## config.mk

```make
export PLATFORM = sky130hd
export DESIGN_NAME = mdc8p_ctrl_in
export DESIGN_NICKNAME = d
export VERILOG_FILES = /design/src/rtl/mdc8p_pkg.sv /design/src/rtl/mdc8p_pingpong_buf.sv /design/src/rtl/mdc8p_ctrl_in.sv
export SDC_FILE = /design/constraint.sdc
export NUM_CORES = 1
export LEC_CHECK = 0
export BUFFER_PORTS_ARGS = -buffer_cell sky130_fd_sc_hd__buf_4
export CAP_MARGIN = 5
export CORE_MARGIN = 5
export CORE_UTILIZATION = 60
export DETAILED_ROUTE_END_ITERATION = 7
export PLACE_DENSITY = 0.84
export SLEW_MARGIN = 20
export SYNTH_ARGS = -nofsm -noshare
export SYNTH_HDL_FRONTEND = slang
export SYNTH_SLANG_ARGS = --single-unit
```

## constraint.sdc

```tcl
create_clock -name i_clk -period 3.1 [get_ports i_clk]
set_clock_uncertainty 0.05 [all_clocks]
set_input_delay 0.155 -clock i_clk [delete_from_list [all_inputs] [get_ports i_clk]]
set_output_delay 0.155 -clock i_clk [all_outputs]
set_load 0.03 [all_outputs]
```

## src/rtl/mdc8p_pkg.sv

```systemverilog
// Shared constants and read-FSM encoding for the 8-point MDC FFT input sequencer.
package mdc8p_pkg;
  localparam int N_POINT = 8;
  localparam int N_HALF  = 4;
  localparam int WCNT_W  = 3;
  localparam int RCNT_W  = 2;

  typedef enum logic {
    ST_IDLE = 1'b0,
    ST_RUN  = 1'b1
  } rd_state_t;
endpackage

```

## src/rtl/mdc8p_pingpong_buf.sv

```systemverilog
// Two banks of 8 complex words: one write port, two combinational read ports
// returning x[k] and x[k+4] of the selected bank. Contents are never reset.
module mdc8p_pingpong_buf
  import mdc8p_pkg::*;
#(
  parameter int NB = 8
) (
  input  logic              i_clk,
  input  logic              wr_en,
  input  logic              wr_bank,
  input  logic [WCNT_W-1:0] wr_addr,
  input  logic [2*NB-1:0]   wr_data,
  input  logic              rd_bank,
  input  logic [RCNT_W-1:0] rd_addr,
  output logic [2*NB-1:0]   rd_data0,
  output logic [2*NB-1:0]   rd_data1
);
  logic [2*NB-1:0] bank_rd0 [2];
  logic [2*NB-1:0] bank_rd1 [2];

  for (genvar gi = 0; gi < 2; gi++) begin : g_bank
    logic [2*NB-1:0] mem [N_POINT];

    always_ff @(posedge i_clk) begin
      if (wr_en && (wr_bank == 1'(gi))) begin
        mem[wr_addr] <= wr_data;
      end
    end

    assign bank_rd0[gi] = mem[{1'b0, rd_addr}];
    assign bank_rd1[gi] = mem[{1'b1, rd_addr}];
  end

  assign rd_data0 = bank_rd0[rd_bank];
  assign rd_data1 = bank_rd1[rd_bank];
endmodule

```

## src/rtl/mdc8p_ctrl_in.sv

```systemverilog
// Ping-pong input sequencer feeding (x[k], x[k+4]) pairs to the MDC datapath.
// Optional tlast framing check is enabled by defining MDC8P_TLAST_CHECK_EN.
module mdc8p_ctrl_in
  import mdc8p_pkg::*;
#(
  parameter int NB = 8
) (
  input  logic            i_clk,
  input  logic            i_rst_n,
  input  logic [2*NB-1:0] s_axis_data_tdata,
  input  logic            s_axis_data_tvalid,
  output logic            s_axis_data_tready,
  input  logic            s_axis_data_tlast,
  input  logic            i_fft_ready,
  output logic [NB-1:0]   o_data0_r,
  output logic [NB-1:0]   o_data0_i,
  output logic [NB-1:0]   o_data1_r,
  output logic [NB-1:0]   o_data1_i,
  output logic            o_valid,
  output logic            o_frame_start,
  output logic            o_busy,
  output logic            o_err_framing
);
  rd_state_t         state_reg, state_next;
  logic [1:0]        full_reg, full_next;
  logic              wbank_reg, wbank_next;
  logic [WCNT_W-1:0] wcnt_reg, wcnt_next;
  logic              rbank_reg, rbank_next;
  logic [RCNT_W-1:0] rcnt_reg, rcnt_next;
  logic              accept, commit, release_bank, issue, first_pair;
  logic [2*NB-1:0]   rd_data0, rd_data1;
`ifdef MDC8P_TLAST_CHECK_EN
  logic              tlast_err;
`endif

  assign s_axis_data_tready = !full_reg[wbank_reg];
  assign accept = s_axis_data_tvalid && s_axis_data_tready;
  assign o_busy = full_reg[0] | full_reg[1] | (state_reg == ST_RUN);

  mdc8p_pingpong_buf #(.NB(NB)) u_buf (
    .i_clk    (i_clk),
    .wr_en    (accept),
    .wr_bank  (wbank_reg),
    .wr_addr  (wcnt_reg),
    .wr_data  (s_axis_data_tdata),
    .rd_bank  (rbank_reg),
    .rd_addr  (rcnt_reg),
    .rd_data0 (rd_data0),
    .rd_data1 (rd_data1)
  );

  always_comb begin
    wcnt_next  = wcnt_reg;
    wbank_next = wbank_reg;
    commit     = 1'b0;
`ifdef MDC8P_TLAST_CHECK_EN
    tlast_err  = 1'b0;
`endif
    if (accept) begin
      if (wcnt_reg == WCNT_W'(N_POINT - 1)) begin
        commit     = 1'b1;
        wbank_next = ~wbank_reg;
        wcnt_next  = '0;
`ifdef MDC8P_TLAST_CHECK_EN
        tlast_err  = !s_axis_data_tlast;
`endif
      end
`ifdef MDC8P_TLAST_CHECK_EN
      // Early tlast: drop the partial frame, the bank flag was never set.
      else if (s_axis_data_tlast) begin
        wcnt_next = '0;
        tlast_err = 1'b1;
      end
`endif
      else begin
        wcnt_next = wcnt_reg + 1'b1;
      end
    end
  end

  // Writer only sets flags of empty banks, reader only clears full ones.
  always_comb begin
    full_next = full_reg;
    if (commit)       full_next[wbank_reg] = 1'b1;
    if (release_bank) full_next[rbank_reg] = 1'b0;
  end

  always_comb begin
    state_next   = state_reg;
    rcnt_next    = rcnt_reg;
    rbank_next   = rbank_reg;
    release_bank = 1'b0;
    case (state_reg)
      ST_IDLE: begin
        if (full_reg[rbank_reg] && i_fft_ready) begin
          state_next = ST_RUN;
          rcnt_next  = RCNT_W'(1);
        end
      end
      ST_RUN: begin
        rcnt_next = rcnt_reg + 1'b1;
        if (rcnt_reg == RCNT_W'(N_HALF - 1)) begin
          release_bank = 1'b1;
          rbank_next   = ~rbank_reg;
          // Stay in RUN with rcnt wrapping to 0 to chain the next frame.
          if (!(full_reg[~rbank_reg] && i_fft_ready)) state_next = ST_IDLE;
        end
      end
      default: state_next = ST_IDLE;
    endcase
  end

  always_comb begin
    issue      = 1'b0;
    first_pair = 1'b0;
    case (state_reg)
      ST_IDLE: issue = full_reg[rbank_reg] && i_fft_ready;
      ST_RUN:  issue = 1'b1;
      default: issue = 1'b0;
    endcase
    first_pair = issue && (rcnt_reg == '0);
  end

  always_ff @(posedge i_clk or negedge i_rst_n) begin
    if (!i_rst_n) begin
      state_reg     <= ST_IDLE;
      full_reg      <= '0;
      wbank_reg     <= 1'b0;
      wcnt_reg      <= '0;
      rbank_reg     <= 1'b0;
      rcnt_reg      <= '0;
      o_valid       <= 1'b0;
      o_frame_start <= 1'b0;
      o_data0_r     <= '0;
      o_data0_i     <= '0;
      o_data1_r     <= '0;
      o_data1_i     <= '0;
    end else begin
      state_reg     <= state_next;
      full_reg      <= full_next;
      wbank_reg     <= wbank_next;
      wcnt_reg      <= wcnt_next;
      rbank_reg     <= rbank_next;
      rcnt_reg      <= rcnt_next;
      o_valid       <= issue;
      o_frame_start <= first_pair;
      if (issue) begin
        o_data0_r <= rd_data0[2*NB-1:NB];
        o_data0_i <= rd_data0[NB-1:0];
        o_data1_r <= rd_data1[2*NB-1:NB];
        o_data1_i <= rd_data1[NB-1:0];
      end
    end
  end

`ifdef MDC8P_TLAST_CHECK_EN
  logic err_reg;

  always_ff @(posedge i_clk or negedge i_rst_n) begin
    if (!i_rst_n) err_reg <= 1'b0;
    else          err_reg <= tlast_err;
  end

  assign o_err_framing = err_reg;
`else
  logic unused_tlast;

  assign unused_tlast  = s_axis_data_tlast;
  assign o_err_framing = 1'b0;
`endif
endmodule

```

==> results of run 1 <==
## layer usage
layer	up-vias	wire [um]	track usage
met4	0	621	0.07162
met2	345	13840	0.4212
met5	-	0	0
met1	3435	10310	0.3216
li1	2849	-	-
met3	56	2191	0.03672
## worst paths after layout
check / start / end / slack (ns) / cells past startpoint
min reg2reg: o_data1_r[4]$_DFFE_PN0P_ / o_data1_r[4]$_DFFE_PN0P_ / 0.50 / 2
min in group i_clk: i_fft_ready / state_reg$_DFF_PN0_ / 0.34 / 4
max reg2reg: rbank_reg$_DFFE_PN0P_ / o_data0_r[2]$_DFFE_PN0P_ / 0.99 / 4
min: i_rst_n / o_data1_i[1]$_DFFE_PN0P_ / 0.17 / 2
max: rbank_reg$_DFFE_PN0P_ / o_data0_r[2]$_DFFE_PN0P_ / 0.99 / 4
max in group asynchronous: i_rst_n / rcnt_reg[0]$_DFFE_PN0P_ / 2.29 / 2
## power by group through the flow
stage	combinational (mW)	sequential, mW	clock [mW]
floorplan	2.90	5.68	0
global placement	4.41	5.41	0
detailed placement	4.58	5.45	0
CTS	4.66	5.38	3.39
global route	4.91	5.43	3.55
finish	4.66	5.39	3.35
## through the flow
stage                     hold slack, ns  power, mW  setup slack, ns  cells
after floorplan                  -0.1906      8.578           0.7649    665
after CTS                         0.1899      13.42            1.009   1046
after detailed placement          0.1899      10.03            1.085    976
after global placement            0.1878      9.816            1.156    976
after global routing              0.2189      13.89           0.9314   1046
final                             0.1666      13.39           0.9933   1046
## cells by family after synthesis
kind of cell,synth area share
simple gates,0.01433
buf+inv,0.02117
other cells,0.0003157
mux,0.1211
flops,0.7398
xor+xnor,0.001475
compound gates,0.09754
fa+ha+maj,0.004213
## cells in the final DEF, fill, tap and decap left out, drive strengths merged, types with 2 or more instances in the layout
cell type,instances
clkinv,15
buf,90
nor2,16
clkinvlp,2
o22ai,33
dfrtp,44
o31ai,33
o211ai,32
nor2b,3
dlygate4sd3,18
nand3,2
clkbuf,33
mux2i,68
nor3,4
inv,4
nand2b,3
a22o,32
a31oi,2
ha,4
edfxtp,256
mux2,67
bufinv,3
nand2,8
o21ai,2
## timing repair
item / 4_1_cts / 5_1_grt
endpoints found under the hold margin: 302 / 0
gates resized for setup: 0 / 0
hold buffers: 18 / 0
## Yosys cell counts, drive strengths merged (2+ instances only)
master / n / share of area
buf: 19 / 0.011
inv: 3 / 0.00095
o22ai: 33 / 0.017
mux2: 67 / 0.064
dfrtp: 44 / 0.093
nand2: 8 / 0.0025
ha: 4 / 0.0042
mux2i: 68 / 0.058
clkbuf: 25 / 0.0083
edfxtp: 256 / 0.65
a22o: 32 / 0.024
nor2b: 3 / 0.0016
nand3: 2 / 0.00084
nor2: 16 / 0.0051
o21ai: 2 / 0.00084
nand2b: 3 / 0.0016
nor3: 4 / 0.0017
a31oi: 2 / 0.0011
o211ai: 32 / 0.020
clkinv: 2 / 0.00063
o31ai: 33 / 0.033
## layout make-up
type                       count  area share
sequential                   300      0.6362
multi-input combinational    316      0.2080
timing repair buffer         108     0.06464
clock buffer                  33     0.05360
tap                          265     0.02399
clock inverter                19     0.01222
inverter                       5    0.001358
## worst register-to-register path, stage by stage, from the launching register on
cell and delay [ns]:
dfrtp_1 0.54, nand2b_1 0.50, buf_4 0.45, o22ai_1 0.18
o31ai_2 0.28
==> flow_metrics.tcl, run 1 <==
set metrics [dict create \
    dr_total_vias 6685 \
    yosysSeqAreaShare 0.7398 \
    top_register "u_buf.g_bank.mem" \
    path_clk_slew_ns 0.06 \
    via_per_inst 6.391 \
    cts_tree "yes" \
    synth_cells 665 \
    cts-root-buf "clkbuf_16" \
    required_ns 3.47 \
    slowest_delay_ns 0.54 \
    numCtsBuffers 29 \
    die-area_um2 22710 \
    cp_cell_sequence "nand2b_1, buf_4, o22ai_1, o31ai_2" \
    cp_slowest_cell "dfrtp_1" \
    avgSynthCellArea_um2 17.86 \
    clk_latency_ns 0.53 \
    power_density_nw_per_um2 968.9 \
    initial_core_util 0.6104 \
    grt-ovfl-total 0 \
    critPathKind "reg -> reg" \
    synth_edf_count 256 \
    area_growth_pct 16.34 \
    synth-main-ff-cell "edfxtp_1" \
    cts_htree_levels 1 \
    fin_crit_ns 2.107 \
    io_buffers 55 \
    tightest_slew_ns 0.7134 \
    p_leak_nw 4.919 \
    first_pass_iters 5 \
    seq_area_um2 8792 \
    track_usage 0.2427 \
    seqPwrFrac 0.402 \
    synth.distinct_cells 34 \
    largest_reg_flops 256 \
    fin_area_um2 13820 \
    crit_fanout 23 \
    worst_hold_path_type "in -> async" \
    drive_gt1_frac 0.2983 \
    ys_warn_count 0 \
    path_buf_inv 1 \
    switchingPower_mw 4.600 \
    wl_mm 26.96 \
    fin_util 0.7101 \
    wire_per_inst_um 25.78 \
    drc_errors 0 \
    cp-start-kind "flop" \
    pin_count 58 \
    place_congestion 0.8088 \
    slew_viol_final 0 \
    syn_area_um2 11880 \
    clock-sinks 300 \
    maxSlewHeadroom 0.5244 \
    core_area_um2 19460 \
    fin_nets 785 \
    outcome "complete, no violations" \
    cts_setup_buffers 0 \
    die_h_um 150.7 \
    setup_tns_ns 0 \
    pwr-share-comb 0.348 \
    p_int_mw 8.789 \
    pwr-share-clk 0.250 \
    rows 51 \
    die_w_um 150.7 \
    grt_max_degree 52 \
    hold_viol_final 0 \
    ant_nets 0 \
    synth-seq-cells 300 \
    rsz0062_at_grt "false" \
    dp_hpwl_mm 14.88 \
    grt_antenna_before_repair 0 \
    grt_pass1_vias 7057 \
    final.fill_count 1150 \
    fmax_mhz 474.7 \
    critPathArrivalTime_ns 2.47 \
    diodes 0 \
    postSynth.asyncResetShare 0.1467 \
    endpoint_kind "flop" \
    finalCritPeriodShare 0.6796 \
    finalSetupViolCount 0 \
    path_delay_family "flip-flops" \
    swShare 0.3435 \
    irDropWorstVdd_mv 0.6320 \
    drv_cap 0 \
    grt_pass1_wl_mm 40.88 \
    placed_area_um2 12730 \
    clockBufferDepth 3 \
    multi_input_area_um2 2874 \
    drt_iter0_markers 558 \
    syn-num-nets 690 \
]
Power figures use the tool's default switching activity.
==> run 2, diff against run 1 <==
--- a/config.mk
+++ b/config.mk
@@ -8,9 +8,9 @@
 export BUFFER_PORTS_ARGS = -buffer_cell sky130_fd_sc_hd__buf_4
 export CAP_MARGIN = 5
 export CORE_MARGIN = 5
-export CORE_UTILIZATION = 60
+export CORE_UTILIZATION = 55
 export DETAILED_ROUTE_END_ITERATION = 7
-export PLACE_DENSITY = 0.84
+export PLACE_DENSITY = 0.82
 export SLEW_MARGIN = 20
 export SYNTH_ARGS = -nofsm -noshare
 export SYNTH_HDL_FRONTEND = slang
==> constraint.sdc (replaced) <==
create_clock -name i_clk -period 1.7 [get_ports i_clk]
set_clock_uncertainty 0.05 [all_clocks]
set_input_delay 0.085 -clock i_clk [delete_from_list [all_inputs] [get_ports i_clk]]
set_output_delay 0.085 -clock i_clk [all_outputs]
set_load 0.03 [all_outputs]
==> flow_metrics.tcl, run 2 (synthesis gave the netlist of run 1 again) <==
set metrics [dict create \
    slew_viol_final 0 \
    final.fill_count 1271 \
    pin_count 58 \
    fin_nets 802 \
    drv_cap 0 \
    wl_mm 27.37 \
    grt_antenna_before_repair 0 \
    first_pass_iters 4 \
    top_usage_layer "met2" \
    mostFrequentLayoutCell "edfxtp_1" \
    clock-sinks 300 \
    cts-root-buf "clkbuf_16" \
    crit_fanout 4 \
    worst_hold_path_type "in -> async" \
    grt-ovfl-total 0 \
    tightest_slew_ns 0.6930 \
    rows 53 \
    initial_core_util 0.5615 \
    finalSetupViolCount 9 \
    drive_gt1_frac 0.3404 \
    die_h_um 157.0 \
    setup_tns_ns -0.06004 \
    outcome "finished with violations" \
    fin_crit_ns 1.722 \
    fmax_mhz 580.8 \
    finalWorstSetupSlack_ns -0.02168 \
    power_density_nw_per_um2 1771 \
    fin_area_um2 14400 \
    clk_latency_ns 0.54 \
    critPathKind "reg -> out" \
    cp-start-kind "flop" \
    power_mw 25.50 \
    diodes 0 \
    top_register "u_buf.g_bank.mem" \
    worstRegToRegCells 5 \
    finalCritPeriodShare 1.013 \
    required_ns 1.56 \
    drt_iter0_markers 525 \
    wire_per_inst_um 25.49 \
    irDropWorstVdd_mv 0.9714 \
    clockBufferDepth 3 \
    cts_htree_levels 1 \
    endpoint_kind "output pin" \
    path_clk_slew_ns 0.06 \
    grt_pass1_wl_mm 41.15 \
    area_growth_pct 21.19 \
    io_buffers 55 \
    mostFrequentLayoutCells "edfxtp_1 (256), buf_4 (80), mux2i_1 (67), mux2_2 (67), dfrtp_1 (43)" \
    globalRouteMet3Util 0.03602 \
    grt_max_degree 45 \
    maxSlewHeadroom 0.5380 \
    p_leak_nw 5.116 \
    track_usage 0.2206 \
    use_met1 0.2883 \
    largest_reg_flops 256 \
    violations "setup timing" \
    die-area_um2 24640 \
    placed_area_um2 13130 \
    grtUsageMet2 0.3771 \
    drc_errors 0 \
    numCtsBuffers 29 \
    place_congestion 0.7931 \
    critPathArrivalTime_ns 1.59 \
    via_per_inst 6.181 \
    dp_hpwl_mm 15.70 \
    grt_pass1_vias 7060 \
    core_area_um2 21150 \
    dr_total_vias 6638 \
    die_w_um 157.0 \
    hold_viol_final 0 \
    fin_util 0.6805 \
    cts_tree "yes" \
    rsz0062_at_grt "true" \
    ant_nets 0 \
]
-- run 2: cell count changes in the layout (fill, tap and decap cells not counted), moves of 3 or more --
cell      before  now
buf_12         3   21
buf_4         87   80
buf_6          0    4
clkbuf_1       4    7
clkinv_1      12    6
nor2_1        15    3
nor2_2         1    6
nor2_4         0    7
nor3_2         4    0
nor3_4         0    4
-- run 2: where the power goes --
| part | internal, mW | switching, mW |
|---|---|---|
| Clock | 3.83 | 2.61 |
| Sequential | 9.01 | 0.617 |
| Combinational | 4.02 | 5.42 |
-- run 2: what timing repair did --
action | CTS | global route
gates cloned | 0 | 1
setup buffers | 4 | 0
pin swaps | 1 | 2
hold buffers | 19 | 0
endpoints found under the hold margin | 307 | 0
resized for setup | 5 | 10
endpoints found under the setup margin | 11 | 108
-- run 2: worst paths after layout --
path,slack [ns],startpoint,to
max in group asynchronous,1.01,i_rst_n,rcnt_reg[0]$_DFFE_PN0P_
worst max-delay path,-0.02,full_reg[1]$_DFF_PN0_,o_busy
min in group i_clk,0.35,s_axis_data_tdata[4],u_buf.g_bank[0].mem[4][4]$_DFFE_PP_
worst min register to register,0.49,o_data0_i[7]$_DFFE_PN0P_,o_data0_i[7]$_DFFE_PN0P_
worst max register to register,-0.01,full_reg[1]$_DFF_PN0_,u_buf.g_bank[1].mem[2][12]$_DFFE_PP_
worst min-delay path,0.08,i_rst_n,o_data1_r[7]$_DFFE_PN0P_
-- run 2: critical path, stage by stage, from the launching register on --
cell     delay (ns)
dfrtp_1        0.39
buf_6          0.13
or3_4          0.38
buf_6          0.15
-- run 2: final cells by class --
class	count	area, um^2	share of cell area
Sequential cell	300	8792	0.6107
Multi-Input combinational cell	316	3002	0.2085
Timing Repair Buffer	125	1281	0.08900
Clock buffer	38	779.5	0.05415
Tap cell	275	344.1	0.02390
Clock inverter	15	178.9	0.01243
Inverter	5	18.77	0.001304
-- run 2: through the flow --
| stage | setup WS, ns | hold slack, ns | cells |
|---|---|---|---|
| final | -0.02168 | 0.08372 | 1074 |
| after global routing | -0.05642 | 0.1132 | 1074 |
| after CTS | -0.03099 | 0.08865 | 1073 |
| after detailed placement | 0.003512 | 0.1067 | 997 |
| after global placement | 0.06108 | 0.1022 | 997 |
| after floorplan | -0.1616 | -0.2606 | 665 |
-- run 2: layer usage --
metal  share of wire  vias up
met4           0.032        0
met2            0.50      304
met3           0.071       64
li1                -     2885
met5               0        -
met1            0.40     3385
